`src/rtl/seq_divider_if.sv`:
```
// Request/result bundle for the sequential divider.
// The master drives the operands and enable; the slave returns the quotient, remainder and status.
interface seq_divider_if #(
    parameter int WIDTH = 8
);
    logic             enable_i;
    logic [WIDTH-1:0] dividend_i;
    logic [WIDTH-1:0] divisor_i;
    logic [WIDTH-1:0] quotient_o;
    logic [WIDTH-1:0] remainder_o;
    logic             div_by_zero_o;
    logic             busy_o;
    logic             finish_o;

    modport master (
        output enable_i, dividend_i, divisor_i,
        input  quotient_o, remainder_o, div_by_zero_o, busy_o, finish_o
    );

    modport slave (
        input  enable_i, dividend_i, divisor_i,
        output quotient_o, remainder_o, div_by_zero_o, busy_o, finish_o
    );
endinterface

```
`src/rtl/seq_divider.sv`:
```
// Sequential unsigned restoring divider: one quotient bit per SHIFT/SUB/CHECK pass,
// with a level enable/finish handshake and registers cleared whenever the FSM is idle.
module seq_divider #(
    parameter int WIDTH = 8
) (
    input logic          clk_i,
    input logic          reset_i,
    seq_divider_if.slave bus
);
    localparam int CW = $clog2(WIDTH + 1);

    typedef enum logic [2:0] {
        IDLE   = 3'd0,
        START  = 3'd1,
        SHIFT  = 3'd2,
        SUB    = 3'd3,
        CHECK  = 3'd4,
        FINISH = 3'd5
    } state_t;

    state_t           state;
    state_t           state_next;
    logic [WIDTH:0]   a_reg;
    logic [WIDTH-1:0] q_reg;
    logic [WIDTH-1:0] m_reg;
    logic [CW-1:0]    cnt;
    logic             dbz;

    always_ff @(posedge clk_i) begin
        if (reset_i) state <= IDLE;
        else         state <= state_next;
    end

    always_comb begin
        state_next = IDLE;
        case (state)
            IDLE:   state_next = bus.enable_i ? START : IDLE;
            START:  state_next = (m_reg == '0) ? FINISH : SHIFT;
            SHIFT:  state_next = SUB;
            SUB:    state_next = CHECK;
            CHECK:  state_next = (cnt == CW'(1)) ? FINISH : SHIFT;
            FINISH: state_next = bus.enable_i ? FINISH : IDLE;
            default: state_next = IDLE;
        endcase
    end

    // Datapath: every path back into IDLE clears the registers so IDLE outputs read zero.
    always_ff @(posedge clk_i) begin
        if (reset_i) begin
            a_reg <= '0;
            q_reg <= '0;
            m_reg <= '0;
            cnt   <= '0;
            dbz   <= 1'b0;
        end else begin
            case (state)
                IDLE: begin
                    a_reg <= '0;
                    q_reg <= bus.enable_i ? bus.dividend_i : '0;
                    m_reg <= bus.enable_i ? bus.divisor_i : '0;
                    cnt   <= bus.enable_i ? CW'(WIDTH) : '0;
                    dbz   <= 1'b0;
                end
                START: begin
                    if (m_reg == '0) begin
                        dbz   <= 1'b1;
                        a_reg <= {1'b0, q_reg};
                        q_reg <= '1;
                    end
                end
                SHIFT: begin
                    a_reg <= {a_reg[WIDTH-1:0], q_reg[WIDTH-1]};
                    q_reg <= {q_reg[WIDTH-2:0], 1'b0};
                end
                SUB: a_reg <= a_reg - {1'b0, m_reg};
                CHECK: begin
                    // Negative partial remainder means the divisor did not fit: restore it.
                    if (a_reg[WIDTH]) begin
                        a_reg    <= a_reg + {1'b0, m_reg};
                        q_reg[0] <= 1'b0;
                    end else begin
                        q_reg[0] <= 1'b1;
                    end
                    cnt <= cnt - CW'(1);
                end
                FINISH: begin
                    if (!bus.enable_i) begin
                        a_reg <= '0;
                        q_reg <= '0;
                        m_reg <= '0;
                        cnt   <= '0;
                        dbz   <= 1'b0;
                    end
                end
                default: begin
                    a_reg <= '0;
                    q_reg <= '0;
                    m_reg <= '0;
                    cnt   <= '0;
                    dbz   <= 1'b0;
                end
            endcase
        end
    end

    always_comb begin
        bus.busy_o        = (state == START) || (state == SHIFT) ||
                            (state == SUB)   || (state == CHECK);
        bus.finish_o      = (state == FINISH);
        bus.quotient_o    = q_reg;
        bus.remainder_o   = a_reg[WIDTH-1:0];
        bus.div_by_zero_o = dbz && (state == FINISH);
    end
endmodule

```
`src/flat_wrapper.sv`:
```
// flat-port wrapper written by rule: the top's interface ports become plain ports
module seq_divider_flat 
#(
    parameter int WIDTH = 8
)
  (clk_i, reset_i, bus_enable_i, bus_dividend_i, bus_divisor_i, bus_quotient_o, bus_remainder_o, bus_div_by_zero_o, bus_busy_o, bus_finish_o);
  seq_divider_if #(.WIDTH(WIDTH)) bus_i ();
  input logic clk_i;
  input logic reset_i;
  input wire logic [$bits(bus_i.enable_i)-1:0] bus_enable_i;
  input wire logic [$bits(bus_i.dividend_i)-1:0] bus_dividend_i;
  input wire logic [$bits(bus_i.divisor_i)-1:0] bus_divisor_i;
  output wire logic [$bits(bus_i.quotient_o)-1:0] bus_quotient_o;
  output wire logic [$bits(bus_i.remainder_o)-1:0] bus_remainder_o;
  output wire logic [$bits(bus_i.div_by_zero_o)-1:0] bus_div_by_zero_o;
  output wire logic [$bits(bus_i.busy_o)-1:0] bus_busy_o;
  output wire logic [$bits(bus_i.finish_o)-1:0] bus_finish_o;
  assign bus_i.enable_i = bus_enable_i;
  assign bus_i.dividend_i = bus_dividend_i;
  assign bus_i.divisor_i = bus_divisor_i;
  assign bus_quotient_o = bus_i.quotient_o;
  assign bus_remainder_o = bus_i.remainder_o;
  assign bus_div_by_zero_o = bus_i.div_by_zero_o;
  assign bus_busy_o = bus_i.busy_o;
  assign bus_finish_o = bus_i.finish_o;
  seq_divider #(.WIDTH(WIDTH)) u_core (.clk_i(clk_i), .reset_i(reset_i), .bus(bus_i));
endmodule
```
`config.mk`:
```
export PLATFORM = sky130hd
export DESIGN_NAME = seq_divider_flat
export DESIGN_NICKNAME = d
export VERILOG_FILES = /design/src/rtl/seq_divider_if.sv /design/src/rtl/seq_divider.sv /design/src/flat_wrapper.sv
export SDC_FILE = /design/constraint.sdc
export NUM_CORES = 1
export LEC_CHECK = 0
export ABC_AREA = 1
export BUFFER_PORTS_ARGS = -buffer_cell sky130_fd_sc_hd__buf_2
export CAP_MARGIN = 20
export CORE_MARGIN = 3
export CORE_UTILIZATION = 45
export CTS_BUF_LIST = sky130_fd_sc_hd__clkbuf_16
export CTS_CLUSTER_DIAMETER = 80
export DETAILED_ROUTE_END_ITERATION = 16
export GPL_TIMING_DRIVEN = 0
export PLACE_DENSITY_LB_ADDON = 0.05
export SETUP_SLACK_MARGIN = 0.02
export SKIP_CTS_REPAIR_TIMING = 1
export SLEW_MARGIN = 20
export SYNTH_ARGS = -nofsm -noshare
export SYNTH_HDL_FRONTEND = slang
export SYNTH_SLANG_ARGS = --single-unit
```
`constraint.sdc`:
```
create_clock -name clk_i -period 1.7 [get_ports clk_i]
set_input_delay 0.085 -clock clk_i [delete_from_list [all_inputs] [get_ports clk_i]]
set_output_delay 0.085 -clock clk_i [all_outputs]
set_load 0.005 [all_outputs]
```
-- After elaboration in Yosys (flattened, before gate mapping)
Cells that the tools add are included.
- add/subtract/negate cells: 3
- equal/unequal tests: 9
- muxes and demuxes: 23
- bitwise logic cells: 5
- reductions and logical operators: 17
- operators with widths (operator ; count):
    $pmux 9 s5 ; 1
    $pmux 7 s5 ; 1
    $mux 8 ; 4
    $mux 9 ; 3
    $pmux 8 s3 ; 1
    $pmux 3 s6 ; 1
    $pmux 4 s4 ; 1
    $reduce_and 3->1 ; 4
    $add 9x8->9 ; 1
    $mux 3 ; 3
    $sub 9x8->9 ; 1
    $logic_not 8->1 ; 1
    $mux 4 ; 2
    $eq 3x2->1 const B ; 2
    $eq 3x3->1 const B ; 2
    $reduce_and 2->1 ; 3
    $reduce_or 3->1 ; 2
    $not 1->1 ; 5
    $pmux 1 s5 ; 1
    $eq 4x1->1 const B ; 1
    $mux 1 ; 4
    $ne 2x1->1 const B ; 2
    $reduce_or 4->1 ; 1
    $sub 4x1->4 const B ; 1
    7 further kinds ; 9
- flip-flop bits (word level): 33
- output and inout bits: 19

-- Depth between registers and ports, before layout
Gate-level depths: netlist of run 1.
- depth in word-level cells: 4
- mapped depth: 13
- depth with buffers taken out: 13

-- Worst setup path after synthesis of run 1
No wires, ideal clock.
- path type: flip-flop to flip-flop
- start point: register u_core.a_reg[0]
- end point: register u_core.a_reg[8]
- setup time: 0.110 ns
- arrival: 1.617 ns
- data required time: 1.590 ns
- slack: -0.027 ns
- cell stages (with the launch flop): 14
- buffers on the path: 0
- cells stage by stage: dfxtp_1 > inv_1 > ha_1 > fa_1 > inv_1 > nand3_1 > nand3_1 > nand2_1 > nand2_1 > nand2_1 > nand3_1 > nand4_1 > nand2_1 > inv_1
- longest elaborated chain between the ends: 3
- RTL lines (what ; RTL line ; RTL):
    from (decl) ; seq_divider.sv:23 ; logic [WIDTH:0] a_reg;
    from (signal assigned) ; seq_divider.sv:67 ; a_reg <= {1'b0, q_reg};
    from (signal assigned) ; seq_divider.sv:72 ; a_reg <= {a_reg[WIDTH-1:0], q_reg[WIDTH-1]};
    from (signal assigned) ; seq_divider.sv:75 ; SUB: a_reg <= a_reg - {1'b0, m_reg};
    $add 9x8->9 ; seq_divider.sv:79 ; a_reg <= a_reg + {1'b0, m_reg};
    $mux 9 ; seq_divider.sv:78 ; if (a_reg[WIDTH]) begin
    $pmux 9 s5 (*) ; seq_divider.sv:56 ; case (state)
Mark *: on every way between the ends. The rest lies on a longest branch, timed or not. The select of a mux whose other input is x is not followed.
A chain may end at the register's enable or synchronous reset.

-- Worst setup path after layout of run 1
- start point: register u_core.a_reg[0]
- end point: register u_core.a_reg[4]
The elaborated chain is that of the path after synthesis.

==> results.cfg, run 1 <==
[pwr]
seqPwrFrac = 0.222
p_leak_nw = 1.59
p_clk_frac = 0.154
ir_worst_vdd_mv = 1.41
combPwrFrac = 0.624
internal_power_mw = 3.00
power_density_nw_per_um2 = 1680
sw_frac_of_total = 0.462
netSwitchingPower_mw = 2.57

[critical_path]
endpoint_kind = flop
regToRegEndpoint = u_core.a_reg[4]
cp_slowest_stage_delay_ns = 0.38
critPathArrivalTime_ns = 1.85
critPathKind = reg -> reg
worstPathRequired_ns = 1.84
cp_max_fo = 4
regToRegSetupSlack_ns = -0.008
path_buf_inv = 2
r2r-start = u_core.a_reg[0]
path_delay_family = adder cells
critPathSlowestCell = dfxtp_4
critPathLaunchType = flop
rr_worst_depth = 11
worstPathCellList = inv_4, ha_4, fa_2, inv_2, nand3_2, nand3_2, nand2_1, a31oi_1, o21ai_1, nand2_1, a21oi_1

[logic_synthesis]
synth_area_um2 = 2490
yosysTopAreaCellShare = 0.265
synth_area_per_cell_um2 = 6.54
syn-num-nets = 420
async_reset_ff_frac = 0
synth_most_common_cell = nand2_1
synth_ff_type = dfxtp_1
yosys_warnings = 0
synth_commonest_cells = nand2_1, inv_1, nand3_1
ys_ff_latch = 33
yosysTopAreaCell = dfxtp_1
synth_edf_count = 0
syn_inst = 381
ys_seq_area_frac = 0.265
synth.distinct_cells = 37
synth_area_leaders = dfxtp_1, nand2_1, ha_1

[layout]
stdcell_count = 509
drive_gt1_frac = 0.349
largest_reg_flops = 9
antenna_cells = 0
synthToLayoutAreaGrowth_pct = 33.2
postLayoutCellArea_um2 = 3320
num-nets-final = 477

[grt]
grt_max_degree = 11
grt_pass1_vias = 2390
antenna_found_initial = 0
grt_pass1_wl_um = 11300
track_usage = 0.226
grt_overflow_total = 0

[floorplanning]
die_h_um = 80.4
initial_core_util = 0.476
io_pins = 38
die_w_um = 80.4
coreArea_um2 = 5240
die_area_um2 = 6460
rows = 26

[sta]
finalSetupTns_ns = -0.00786
finalCritPeriodShare = 1.00
fin_crit_ns = 1.71
fmax_mhz = 586
maxSlewViolCount = 0
clock_skew_ns = 0.00575
max_slew_margin = 0.620
worst_pin_slew_ns = 0.570
setup_ws_ns = -0.00786
rsz0062_at_grt = true
setup_viol = 1
hold_violations = 0

[drt]
drtAntennaViolNets = 0
drt-total-wl_um = 7360
drt-initial-drc-count = 195
drt_pass1_iterations = 5
drc = 0
wl_per_cell_um = 14.5
dr_total_vias = 2660
via_per_inst = 5.23

[clock_tree]
cts_root_buffer = clkbuf_16
path_clk_slew_ns = 0.05
cts_buffers = 5
clock_latency_ns = 0.28
clkSinkCount = 33
htreeDepth = 2
cts_tree = built
clk_path_buf_depth = 2

[placed_design]
gp_congestion = 0.870
dp_hpwl_um = 5310
portBuffers = 37
dp.cells = 488
place_area_um2 = 2770

[hold_path]
timing.hold.worst_endpoint = u_core.a_reg[7]
hp-start = reset_i
holdPathStages = 2
hold_class = in -> reg

[job]
drv_cap = 0

[status]
violations = negative setup slack
status = finished, violations left
power by group through the flow:
| stage | clock network (mW) | logic, mW | registers (mW) |
|---|---|---|---|
| 2_1_floorplan | 0 | 1.99 | 1.16 |
| 3_3_place_gp | 0 | 2.61 | 1.19 |
| 3_5_place_dp | 0 | 2.64 | 1.19 |
| 4_1_cts | 0.875 | 2.66 | 1.17 |
| 5_1_grt | 0.915 | 3.84 | 1.26 |
| 6_report | 0.859 | 3.48 | 1.24 |
layer usage:
metal / track usage / vias to the layer above / share of wire
li1: - / 1351 / -
met1: 0.314 / 1227 / 0.47
met2: 0.365 / 75 / 0.47
met3: 0.0325 / 7 / 0.045
met4: 0.0608 / 0 / 0.0090
met5: 0 / - / 0
per-stage QoR:
| stage | util | hold WS [ns] | power, mW | setup slack, ns |
|---|---|---|---|---|
| global route | 0.634 | 0.0362 | 6.02 | -0.172 |
| CTS | 0.555 | 0.0269 | 4.71 | -0.269 |
| finish | 0.634 | 0.0258 | 5.58 | -0.00786 |
| global placement | 0.528 | 0.310 | 3.80 | -0.233 |
| detailed placement | 0.528 | 0.317 | 3.83 | -0.251 |
| floorplan | - | 0.154 | 3.15 | 0.0316 |
final cells by class:
cell class | count | area [µm²]
Sequential cell | 33 | 689
Clock inverter | 3 | 12.5
Multi-Input combinational cell | 265 | 1690
Timing Repair Buffer | 53 | 348
Clock buffer | 5 | 125
Tap cell | 70 | 87.6
Buffer | 16 | 115
Inverter | 64 | 250
Fill cell | 508 | 1920
layout by cell type, fill, tap and decap left out, types with 4 or more instances in the layout:
cell	count
ha_1	11
o21ai_0	20
dfxtp_2	11
dfxtp_4	4
buf_2	38
a21oi_1	24
nand2_1	79
dfxtp_1	18
a21oi_2	4
o211ai_1	8
o21ai_2	10
nor2_1	16
nand3_1	30
buf_4	21
ha_4	7
nand2_4	4
inv_1	46
clkbuf_16	6
inv_2	14
nand3_2	4
nand2_2	7
nand4_1	13
inv_4	4
kinds of logic (layout without fill, tap and decap cells):
logic type,count (synthesis),in the layout,synth area share
fa+ha+maj,20,20,0.106
compound gates,77,77,0.172
simple gates,166,166,0.308
buf+inv,83,141,0.141
flops,33,33,0.265
xor+xnor,2,2,0.00703
worst max path at each step:
| stage | slack (ns) | cells after the start | from | end |
|---|---|---|---|---|
| floorplan | 0.03 | 13 | u_core.a_reg[0] | u_core.a_reg[8] |
| global placement | -0.23 | 13 | u_core.m_reg[4] | u_core.a_reg[7] |
| detailed placement | -0.25 | 11 | u_core.m_reg[2] | u_core.a_reg[7] |
| CTS | -0.27 | 11 | u_core.m_reg[2] | u_core.a_reg[7] |
| global route | -0.17 | 11 | u_core.m_reg[7] | u_core.a_reg[8] |
| finish | -0.008 | 11 | u_core.a_reg[0] | u_core.a_reg[4] |
worst reg2reg max path: stages (launching register included):
cell and delay [ns]:
dfxtp_4 0.38, inv_4 0.05, ha_4 0.16, fa_2 0.37, inv_2 0.09, nand3_2 0.08, nand3_2 0.08, nand2_1 0.05
a31oi_1 0.12, o21ai_1 0.09, nand2_1 0.06, a21oi_1 0.06
Power figures use the tool's default switching activity.
==> inputs of run 2 (changes only) <==
--- a/config.mk
+++ b/config.mk
@@ -14,6 +14,7 @@
 export CTS_CLUSTER_DIAMETER = 80
 export DETAILED_ROUTE_END_ITERATION = 16
 export GPL_TIMING_DRIVEN = 0
+export HOLD_SLACK_MARGIN = 0.05
 export PLACE_DENSITY_LB_ADDON = 0.05
 export SETUP_SLACK_MARGIN = 0.02
 export SKIP_CTS_REPAIR_TIMING = 1
==> results.cfg, run 2 (synthesis gave the netlist of run 1 again) <==
[status]
status = finished, violations left
violations = negative setup slack

[drt]
dr_total_vias = 2686
wl_per_cell_um = 14.5
drt-total-wl_um = 7410
drt-initial-drc-count = 162
via_per_inst = 5.26
drt_pass1_iterations = 5
drtAntennaViolNets = 0
drc = 0

[sta]
fin_crit_ns = 1.70
worst_pin_slew_ns = 0.586
hold_ws_ns = 0.0329
finalCritPeriodShare = 1.00
rsz0062_at_grt = true
finalSetupTns_ns = -0.00434
setup_viol = 1
maxSlewViolCount = 0
clock_skew_ns = 0.00491
max_slew_margin = 0.610
fmax_mhz = 587
hold_violations = 0
setup_ws_ns = -0.00434

[clock_tree]
cts_root_buffer = clkbuf_16
htreeDepth = 2
cts_buffers = 5
path_clk_slew_ns = 0.05
clk_path_buf_depth = 2
clkSinkCount = 33
cts_tree = built
clock_latency_ns = 0.28

[layout]
stdcell_count = 511
num-nets-final = 479
final_common_cell = nand2_1
synthToLayoutAreaGrowth_pct = 34.1
drive_gt1_frac = 0.347
final_cell_mix = nand2_1, inv_1, buf_2
antenna_cells = 0
largest_reg_flops = 9
fillers = 505

[floorplanning]
coreArea_um2 = 5240
die_h_um = 80.4
io_pins = 38
die_w_um = 80.4
initial_core_util = 0.476
die_area_um2 = 6460
rows = 26

[grt]
grt_pass1_vias = 2390
antenna_found_initial = 0
grt_pass1_wl_um = 11300
track_usage = 0.226
grt_max_degree = 11
grt_overflow_total = 0

[critical_path]
rr_worst_depth = 10
r2r-start = u_core.m_reg[0]
endpoint = u_core.a_reg[4]
regToRegEndpoint = u_core.a_reg[4]
cp_slowest_stage_delay_ns = 0.38
cp.depth = 10
worstPathRequired_ns = 1.84
crit_start = u_core.m_reg[0]
critPathKind = reg -> reg
critPathSlowestCell = dfxtp_4
regToRegSetupSlack_ns = -0.004
worstPathCellList = ha_4, inv_1, fa_2, nor2_1, o21ai_0, nand2_1, xor2_1, o21ai_1, nand2_1, a21oi_1
endpoint_kind = flop
cp_max_fo = 4
critPathArrivalTime_ns = 1.84
path_common_cell = nand2_1
path_buf_inv = 1
critPathLaunchType = flop
path_delay_family = adder cells

[job]
drv_cap = 0

[pwr]
p_leak_nw = 1.60
combPwrFrac = 0.624
ir_worst_vdd_mv = 1.41
internal_power_mw = 3.01
netSwitchingPower_mw = 2.58
sw_frac_of_total = 0.462
seqPwrFrac = 0.222
p_clk_frac = 0.154
power_density_nw_per_um2 = 1670

[placed_design]
gp_congestion = 0.870
dp.cells = 488
portBuffers = 37
dp_hpwl_um = 5310

[hold_path]
hold_class = in -> reg
## run 2: cell count changes in the layout (fill, tap and decap cells not counted), sizes merged
cell         delta
dlygate4sd3     +2
## run 2: cell type report
| type | instances | area, µm² | share of cell area |
|---|---|---|---|
| Multi-Input combinational cell | 265 | 1690 | 0.507 |
| Sequential cell | 33 | 689 | 0.206 |
| Timing Repair Buffer | 55 | 368 | 0.110 |
| Inverter | 64 | 250 | 0.0749 |
| Clock buffer | 5 | 125 | 0.0375 |
| Buffer | 16 | 115 | 0.0345 |
| Tap cell | 70 | 87.6 | 0.0262 |
| Clock inverter | 3 | 12.5 | 0.00375 |
## run 2: through the flow
step | utilization | power (mW) | setup slack [ns] | instance area (µm²)
after detailed placement | 0.528 | 3.83 | -0.251 | 2770
final | 0.638 | 5.58 | -0.00434 | 3340
after global placement | 0.528 | 3.80 | -0.233 | 2770
after CTS | 0.555 | 4.71 | -0.269 | 2910
after floorplan | - | 3.15 | 0.0316 | 2490
after global routing | 0.638 | 6.02 | -0.172 | 3340
## run 2: how the worst min path moves through the flow
stage	start	to	slack, ns	cells past startpoint
finish	bus_divisor_i[0]	u_core.m_reg[0]	0.03	3
global route	bus_divisor_i[5]	u_core.m_reg[5]	0.06	3
CTS	reset_i	u_core.a_reg[7]	0.03	2
detailed placement	reset_i	u_core.a_reg[7]	0.32	2
global placement	bus_divisor_i[3]	u_core.m_reg[3]	0.31	3
floorplan	reset_i	u_core.a_reg[7]	0.15	1
## run 2: power groups by stage
stage	sequential, mW	combinational (mW)	clock [mW]
floorplan	1.16	1.99	0
global placement	1.19	2.61	0
detailed placement	1.19	2.64	0
CTS	1.17	2.66	0.875
global route	1.26	3.84	0.915
finish	1.24	3.48	0.862
## run 2: worst min-delay path: cells and delay by family
kind	cells	cell delay [ns]
and+or+nand+nor	1	0.06
AOI/OAI and AO/OA	1	0.06
buffers and inverters	1	0.07
## run 2: metal layers
metal	global-route usage	up-vias	routed length, µm
met5	0	-	0
met4	0.0608	0	66
met3	0.0325	7	355
met2	0.365	74	3530
met1	0.314	1250	3460
li1	-	1355	-
==> inputs of run 3 (changes only) <==
--- a/config.mk
+++ b/config.mk
@@ -9,7 +9,7 @@
 export BUFFER_PORTS_ARGS = -buffer_cell sky130_fd_sc_hd__buf_2
 export CAP_MARGIN = 20
 export CORE_MARGIN = 3
-export CORE_UTILIZATION = 45
+export CORE_UTILIZATION = 52
 export CTS_BUF_LIST = sky130_fd_sc_hd__clkbuf_16
 export CTS_CLUSTER_DIAMETER = 80
 export DETAILED_ROUTE_END_ITERATION = 16
==> results.cfg, run 3 (synthesis gave the netlist of run 1 again) <==
[grt]
antenna_found_initial = 0
grt_max_degree = 11
grt_pass1_wl_um = 10900
track_usage = 0.252
grt_pass1_vias = 2365
grt_overflow_total = 0

[clock_tree]
clock_latency_ns = 0.28
cts_buffers = 5
path_clk_slew_ns = 0.06
clkSinkCount = 33
cts_tree = built
cts_root_buffer = clkbuf_16
clk_path_buf_depth = 2
htreeDepth = 2

[pwr]
ir_worst_vdd_mv = 1.33
power_density_nw_per_um2 = 1670
power_mw = 5.41
p_leak_nw = 1.57

[floorplanning]
rows = 24
initial_core_util = 0.557
coreArea_um2 = 4470
die_h_um = 75.2
die_area_um2 = 5660
die_w_um = 75.2
io_pins = 38

[job]
drv_cap = 0

[placed_design]
dp_hpwl_um = 5050
place_area_um2 = 2750
gp_congestion = 0.906
portBuffers = 37
dp.cells = 470

[sta]
rsz0062_at_grt = true
fmax_mhz = 573
fin_crit_ns = 1.74
clock_skew_ns = 0.00548
maxSlewViolCount = 0
max_slew_margin = 0.621
finalCritPeriodShare = 1.03
worst_pin_slew_ns = 0.569
hold_ws_ns = 0.0312
setup_ws_ns = -0.0444
finalSetupTns_ns = -0.0889
setup_viol = 3
hold_violations = 0

[critical_path]
worstPathRequired_ns = 1.84
cp_slowest_stage_delay_ns = 0.38
critPathArrivalTime_ns = 1.88
regToRegSetupSlack_ns = -0.04
cp_max_fo = 3
critPathKind = reg -> reg
critPathSlowestCell = dfxtp_4
path_delay_family = adder cells
path_buf_inv = 2
endpoint_kind = flop
worstPathCellList = inv_4, ha_4, fa_2, inv_2, nand3_2, nand3_2, nand2_1, a31oi_1, o21ai_1, nand2_1, a21oi_1
critPathLaunchType = flop

[drt]
drt-initial-drc-count = 230
drtAntennaViolNets = 0
drt_pass1_iterations = 5
wl_per_cell_um = 15.1
dr_total_vias = 2780
drt-total-wl_um = 7440
via_per_inst = 5.63
drc = 0

[layout]
num-nets-final = 480
drive_gt1_frac = 0.319
final_cell_mix = nand2_1, inv_1, buf_2
multi_input_area_um2 = 1650
final_common_cell = nand2_1
seqCellArea_um2 = 687
largest_reg_flops = 9
synthToLayoutAreaGrowth_pct = 30.2
antenna_cells = 0
postLayoutCellArea_um2 = 3240
stdcell_count = 494
fillers = 381

[status]
violations = negative setup slack
status = finished, violations left

[hold_path]
hold_class = in -> reg
## run 3: cell types whose count changed in the layout (fill, tap and decap cells not counted), moves of 3 or more
cell,delta
o21ai_1,+4
dfxtp_1,+4
nand2_1,+4
o21ai_2,-4
dfxtp_2,-5
nand2_2,-3
## run 3: area by class of cell
| cell class | instances | area share |
|---|---|---|
| plain buffers | 17 | 0.0390 |
| well taps | 52 | 0.0201 |
| clock inverters | 3 | 0.00386 |
| clock buffers | 5 | 0.0386 |
| multi-input cells | 266 | 0.509 |
| flip-flops and latches | 33 | 0.212 |
| repair buffers | 54 | 0.101 |
| inverters | 64 | 0.0771 |
## run 3: through the flow
stage                      util  setup slack (ns)
after global routing      0.725            -0.190
after detailed placement  0.614            -0.260
final                     0.725           -0.0444
after floorplan               -            0.0316
after global placement    0.614            -0.216
after CTS                 0.644            -0.278
## run 3: routing by layer
metal / track usage / share of wire
met5: 0 / 0
met4: 0.0816 / 0.021
met1: 0.344 / 0.45
met3: 0.0601 / 0.060
met2: 0.394 / 0.47
## run 3: path summary, 6_finish.rpt
check,end,startpoint,cells after the start
max,u_core.a_reg[4],u_core.a_reg[0],11
max reg2reg,u_core.a_reg[4],u_core.a_reg[0],11
min,u_core.m_reg[2],bus_divisor_i[2],3
min reg2reg,u_core.dbz,u_core.dbz,2
## run 3: worst register-to-register path: cells and delay by family, from the launching register on
| kind | cells | cell delay, ns |
|---|---|---|
| flops | 1 | 0.38 |
| buf+inv | 2 | 0.12 |
| compound gates | 3 | 0.29 |
| fa+ha+maj | 2 | 0.51 |
| simple gates | 4 | 0.28 |
## run 3: power breakdown
part           leakage [nW]  total [mW]  switching, mW  internal, mW
sequential            0.276        1.23          0.218          1.02
clock                0.0687       0.872          0.342         0.529
combinational          1.22        3.31           1.98          1.33
